### src/rtl/vram_copy_arbiter.sv
// ---------------------------------------------------------------------------
// vram_copy_arbiter
//
// Purpose:
//   Copies the image ROM into video RAM after power-up (or on request), one
//   word at a time, and shares the single VRAM port with the video scan-out
//   reader. Video reads always own the port. The copy writes only on cycles
//   where no video read is requested, and otherwise stalls with its word held.
//
// Ports:
//   clk_sys     system/pixel clock, rising-edge logic
//   reset_n     asynchronous active-low reset
//   start       single-cycle pulse, restarts the copy when it has finished
//   rom_addr    registered ROM word address
//   rom_data    ROM word, valid one cycle after rom_addr is registered
//   vid_req     video read request for this cycle
//   vid_addr    video read address
//   vid_data    video read data (VRAM read data passed through)
//   vid_valid   vid_req delayed by one cycle, qualifies vid_data
//   vram_addr   VRAM address (combinational port mux)
//   vram_wdata  VRAM write data (the held word buffer)
//   vram_we     VRAM write enable, never high together with vid_req
//   vram_rdata  VRAM read data, one-cycle latency
//   progress    high while a copy is running
//   done        high once a copy has completed, cleared by a restart
// ---------------------------------------------------------------------------
module vram_copy_arbiter #(
    parameter int ADDR_W    = 14,
    parameter int DATA_W    = 8,
    parameter int IMG_WORDS = 16000
) (
    input  logic              clk_sys,
    input  logic              reset_n,
    input  logic              start,
    output logic [ADDR_W-1:0] rom_addr,
    input  logic [DATA_W-1:0] rom_data,
    input  logic              vid_req,
    input  logic [ADDR_W-1:0] vid_addr,
    output logic [DATA_W-1:0] vid_data,
    output logic              vid_valid,
    output logic [ADDR_W-1:0] vram_addr,
    output logic [DATA_W-1:0] vram_wdata,
    output logic              vram_we,
    input  logic [DATA_W-1:0] vram_rdata,
    output logic              progress,
    output logic              done
);

    localparam logic [2:0] ST_IDLE  = 3'd0;
    localparam logic [2:0] ST_FETCH = 3'd1;
    localparam logic [2:0] ST_WAIT  = 3'd2;
    localparam logic [2:0] ST_WRITE = 3'd3;
    localparam logic [2:0] ST_DONE  = 3'd4;

    localparam logic [ADDR_W-1:0] LAST_ADDR = ADDR_W'(IMG_WORDS - 1);

    logic [2:0]        state;
    logic [ADDR_W-1:0] ptr;
    logic [DATA_W-1:0] wbuf;
    logic              pending;

    // The copy may commit its write only in WRITE and only when video is idle.
    logic copy_write;
    assign copy_write = (state == ST_WRITE) && !vid_req;

    always_ff @(posedge clk_sys or negedge reset_n) begin
        if (!reset_n) begin
            state     <= ST_IDLE;
            ptr       <= '0;
            wbuf      <= '0;
            rom_addr  <= '0;
            vid_valid <= 1'b0;
            done      <= 1'b0;
            // Leaving reset starts a copy without needing a start pulse.
            pending   <= 1'b1;
        end else begin
            vid_valid <= vid_req;
            case (state)
                ST_IDLE: begin
                    if (pending || start) begin
                        pending <= 1'b0;
                        state   <= ST_FETCH;
                    end
                end
                ST_FETCH: begin
                    rom_addr <= ptr;
                    state    <= ST_WAIT;
                end
                ST_WAIT: begin
                    wbuf  <= rom_data;
                    state <= ST_WRITE;
                end
                ST_WRITE: begin
                    // While video holds the port, wbuf and ptr stay put.
                    if (copy_write) begin
                        if (ptr == LAST_ADDR) begin
                            done  <= 1'b1;
                            state <= ST_DONE;
                        end else begin
                            ptr   <= ptr + ADDR_W'(1);
                            state <= ST_FETCH;
                        end
                    end
                end
                ST_DONE: begin
                    if (start) begin
                        ptr   <= '0;
                        done  <= 1'b0;
                        state <= ST_FETCH;
                    end
                end
                default: state <= ST_IDLE;
            endcase
        end
    end

    // Port mux: video read first, then the copy write, else park on ptr.
    always_comb begin
        vram_addr = ptr;
        vram_we   = 1'b0;
        if (vid_req) begin
            vram_addr = vid_addr;
        end else if (state == ST_WRITE) begin
            vram_we = 1'b1;
        end
    end

    assign vram_wdata = wbuf;
    assign vid_data   = vram_rdata;
    assign progress   = (state == ST_FETCH) || (state == ST_WAIT) ||
                        (state == ST_WRITE);

endmodule

### config.mk
export PLATFORM = sky130hd
export DESIGN_NAME = vram_copy_arbiter
export DESIGN_NICKNAME = d
export VERILOG_FILES = /design/src/rtl/vram_copy_arbiter.sv
export SDC_FILE = /design/constraint.sdc
export NUM_CORES = 1
export LEC_CHECK = 0
export ABC_AREA = 1
export BUFFER_PORTS_ARGS = -buffer_cell sky130_fd_sc_hd__buf_4
export CORE_UTILIZATION = 32
export CTS_BUF_LIST = sky130_fd_sc_hd__clkbuf_2 sky130_fd_sc_hd__clkbuf_4 sky130_fd_sc_hd__clkbuf_8
export DETAILED_ROUTE_END_ITERATION = 10
export GPL_TIMING_DRIVEN = 0
export SYNTH_ARGS = -nofsm -noshare
export SYNTH_HDL_FRONTEND = slang
export SYNTH_SLANG_ARGS = --single-unit
### constraint.sdc
create_clock -name clk_sys -period 1.5 [get_ports clk_sys]
set_clock_uncertainty 0.1 [all_clocks]
set_input_delay 0.225 -clock clk_sys [delete_from_list [all_inputs] [get_ports clk_sys]]
set_output_delay 0.225 -clock clk_sys [all_outputs]
set_load 0.01 [all_outputs]
==> run metrics <==
I/O Buffers=73; initial antenna violation count=0; top_reg_cell synth=dfrtp_1; Post-synth EDFFs=0; status=finished with violations; vias per cell=4.63; crit path time final=between 1.5 and 2 ns; RSZ-0062 raised after global routing=true; die area=between 7000 and 8000 um^2; top cell type's share of synthesized area=45.2%; clock buffer depth=2; register area=1060 um^2; critical path type=reg -> out; fmax=639 MHz; DP Worst Slack=-0.307 ns; fin util=49.5%; Post-Synthesis Cells=297; # rows=30; Hold Vio Cnt, Final=0; syn_nets=332; Core ar.=6830 um^2; ANT nets after route=0; Yosys Warn Count=0; Crit path arrival time=about 1.2 ns; PwrDens=1360 nW/um^2; LEAKAGE=1.65 nW; largest fanout on the critical path=4; root buffer cell=clkbuf_8; Total GRT Usage=16.6%; Nets=431; PnR worst setup slack=-0.0642 ns; Tot Pwr=4.59 mW; GP Congestion=0.819; fill cell count=661; Total Neg Setup Slack=-0.252 ns; Slew HR=64.3%; Starting Density=33.2%; Critical Path End Type=output port; drt pass-1 iters=4; WP data required=1.17 ns; synth unique cells=24; DP HPWL=between 4 and 5 mm; fin cells=493; Routed WL=6.22 mm; largest cells by area after synthesis=dfrtp_1, nand2_1, nand3_1; Final setup viols=13; TritonCTS Buffers=5; Post-Syn Area per Cell=7.65 um^2; Die Ht=86.2 um; ANT cells=0; share of layout cells above drive strength 1=42.6%; worst slew pin tran=between 0.5 and 0.6 ns; failing checks=setup timing; sequential share of the synthesized area=a little under half; clock sink total=42; first-pass GRT wire length=9.69 mm; DR DRC count=0; I/O pins=82; grt total ovfl=0; H-Tree Depth=2; Die X-Extent=roughly 86 um; vias=2283; top-count cell post-synth=nand2_1; register bit count reported by yosys=42; Clk Latency, worst-skew pair=0.30 ns; final slew viol count=0; vias in the first global route=around 2.0k; max-cap violation count=0; Post-synth top cells=nand2_1, dfrtp_1, nand3_1, nor2_1, o21ai_0; area grow syn2layout=48.9%; post-synthesis async set-or-reset flop share=between 90% and 100%; largest net degree at the start of global routing=43; Multi-input gate area=1150 um^2; Final Cycle Share=104%; startpoint class of the critical path=flop; CTS tree=built; dpl cells=between 400 and 500; DR WL/cell=12.6 um; clk slew on worst S/H paths=roughly 0.080 ns; mapped cell area=2270 um^2; maximum vdd drop=0.510 mV; Yosys top cell by area=dfrtp_1; DRT iter0 DRCs=109; hold crit path type=in -> reg
==> cells by family (layout without fill, tap and decap cells) <==
family                     after synthesis  in the layout  share of synthesized area, %
and+or+nand+nor                        168            168                          31.6
buffers and inverters                   44            144                          9.31
DFF                                     42             42                          46.3
AOI/OAI and AO/OA                       31             31                          7.05
muxes                                    8              8                          3.97
xor gates and xnor gates                 3              3                          1.16
adders and majority gates                1              1                         0.551
==> metrics by stage <==
step / hold slack [ns] / area, um^2
global placement: 0.148 / 2950
detailed placement: 0.151 / 2950
floorplan: -0.171 / 2280
finish: 0.0486 / 3380
global route: 0.0404 / 3380
CTS: 0.0410 / 3190
==> worst max-delay path, stage by stage (launching register included) <==
cell and delay, ns:
dfrtp_2 0.47, nor4_4 0.30, buf_4 0.17
==> routing by layer <==
layer  track usage [%]  share of wire, %
met5                 0                 0
met4              5.91               1.8
met3              3.33               5.5
met2              27.1                47
met1              22.1                46
==> cell type report <==
type                    instances  area share (%)
clock buffers                   5            2.04
repair buffers                 92            20.7
clock inverters                 3            1.18
multi-input cells             211            34.0
flip-flops and latches         42            31.5
well taps                      96            3.55
plain buffers                  19            4.07
inverters                      25            3.00
==> placed cells by master (no fill, tap or decap), types with 3 or more instances in the layout <==
master    instances
dfrtp_2           9
buf_4           100
inv_4             3
dfrtp_1          32
mux2_2            8
nand3_1          28
nor2_1           22
buf_6             3
nand3_4           3
o21ai_1           6
nand2_1          87
xor2_1            3
clkbuf_8          5
nand3_2           3
nand4_1           3
o21ai_0          22
nor2_2            7
nor2_4            4
inv_1            17
nand2_2           5
inv_2             5
==> flip-flops by register name, summed over array words and instances (netlist names) <==
register,count
vid_valid,1
state,3
rom_addr,14
done,1
pending,1
vram_wdata,8
ptr,14
==> path summary, 6_finish.rpt <==
| check | startpoint | end | slack [ns] | cells after the start |
|---|---|---|---|---|
| min in group asynchronous | reset_n | vram_wdata[4] | 0.35 | 2 |
| worst min-delay path | rom_data[2] | vram_wdata[2] | 0.05 | 2 |
| worst max-delay path | state[2] | vram_we | -0.06 | 2 |
| worst min register to register | pending | pending | 0.39 | 1 |
| worst max register to register | ptr[1] | done | -0.05 | 7 |
| max in group asynchronous | reset_n | ptr[10] | 0.56 | 2 |
==> power breakdown <==
| group | internal, mW | total, mW | switching, mW |
|---|---|---|---|
| Clock | 0.490 | 0.881 | 0.392 |
| Sequential | 1.40 | 1.58 | 0.182 |
| Combinational | 1.01 | 2.13 | 1.12 |
| Total | 2.90 | 4.59 | 1.70 |
==> repair_timing <==
item / 4_1_cts / 5_1_grt
hold buffers: 2 / 0
gates resized for setup: 20 / 45
endpoints found under the hold margin: 42 / 0
buffers inserted: 7 / 10
setup endpoints to repair: 29 / 41
pin swaps: 3 / 11
Power figures use the tool's default switching activity.
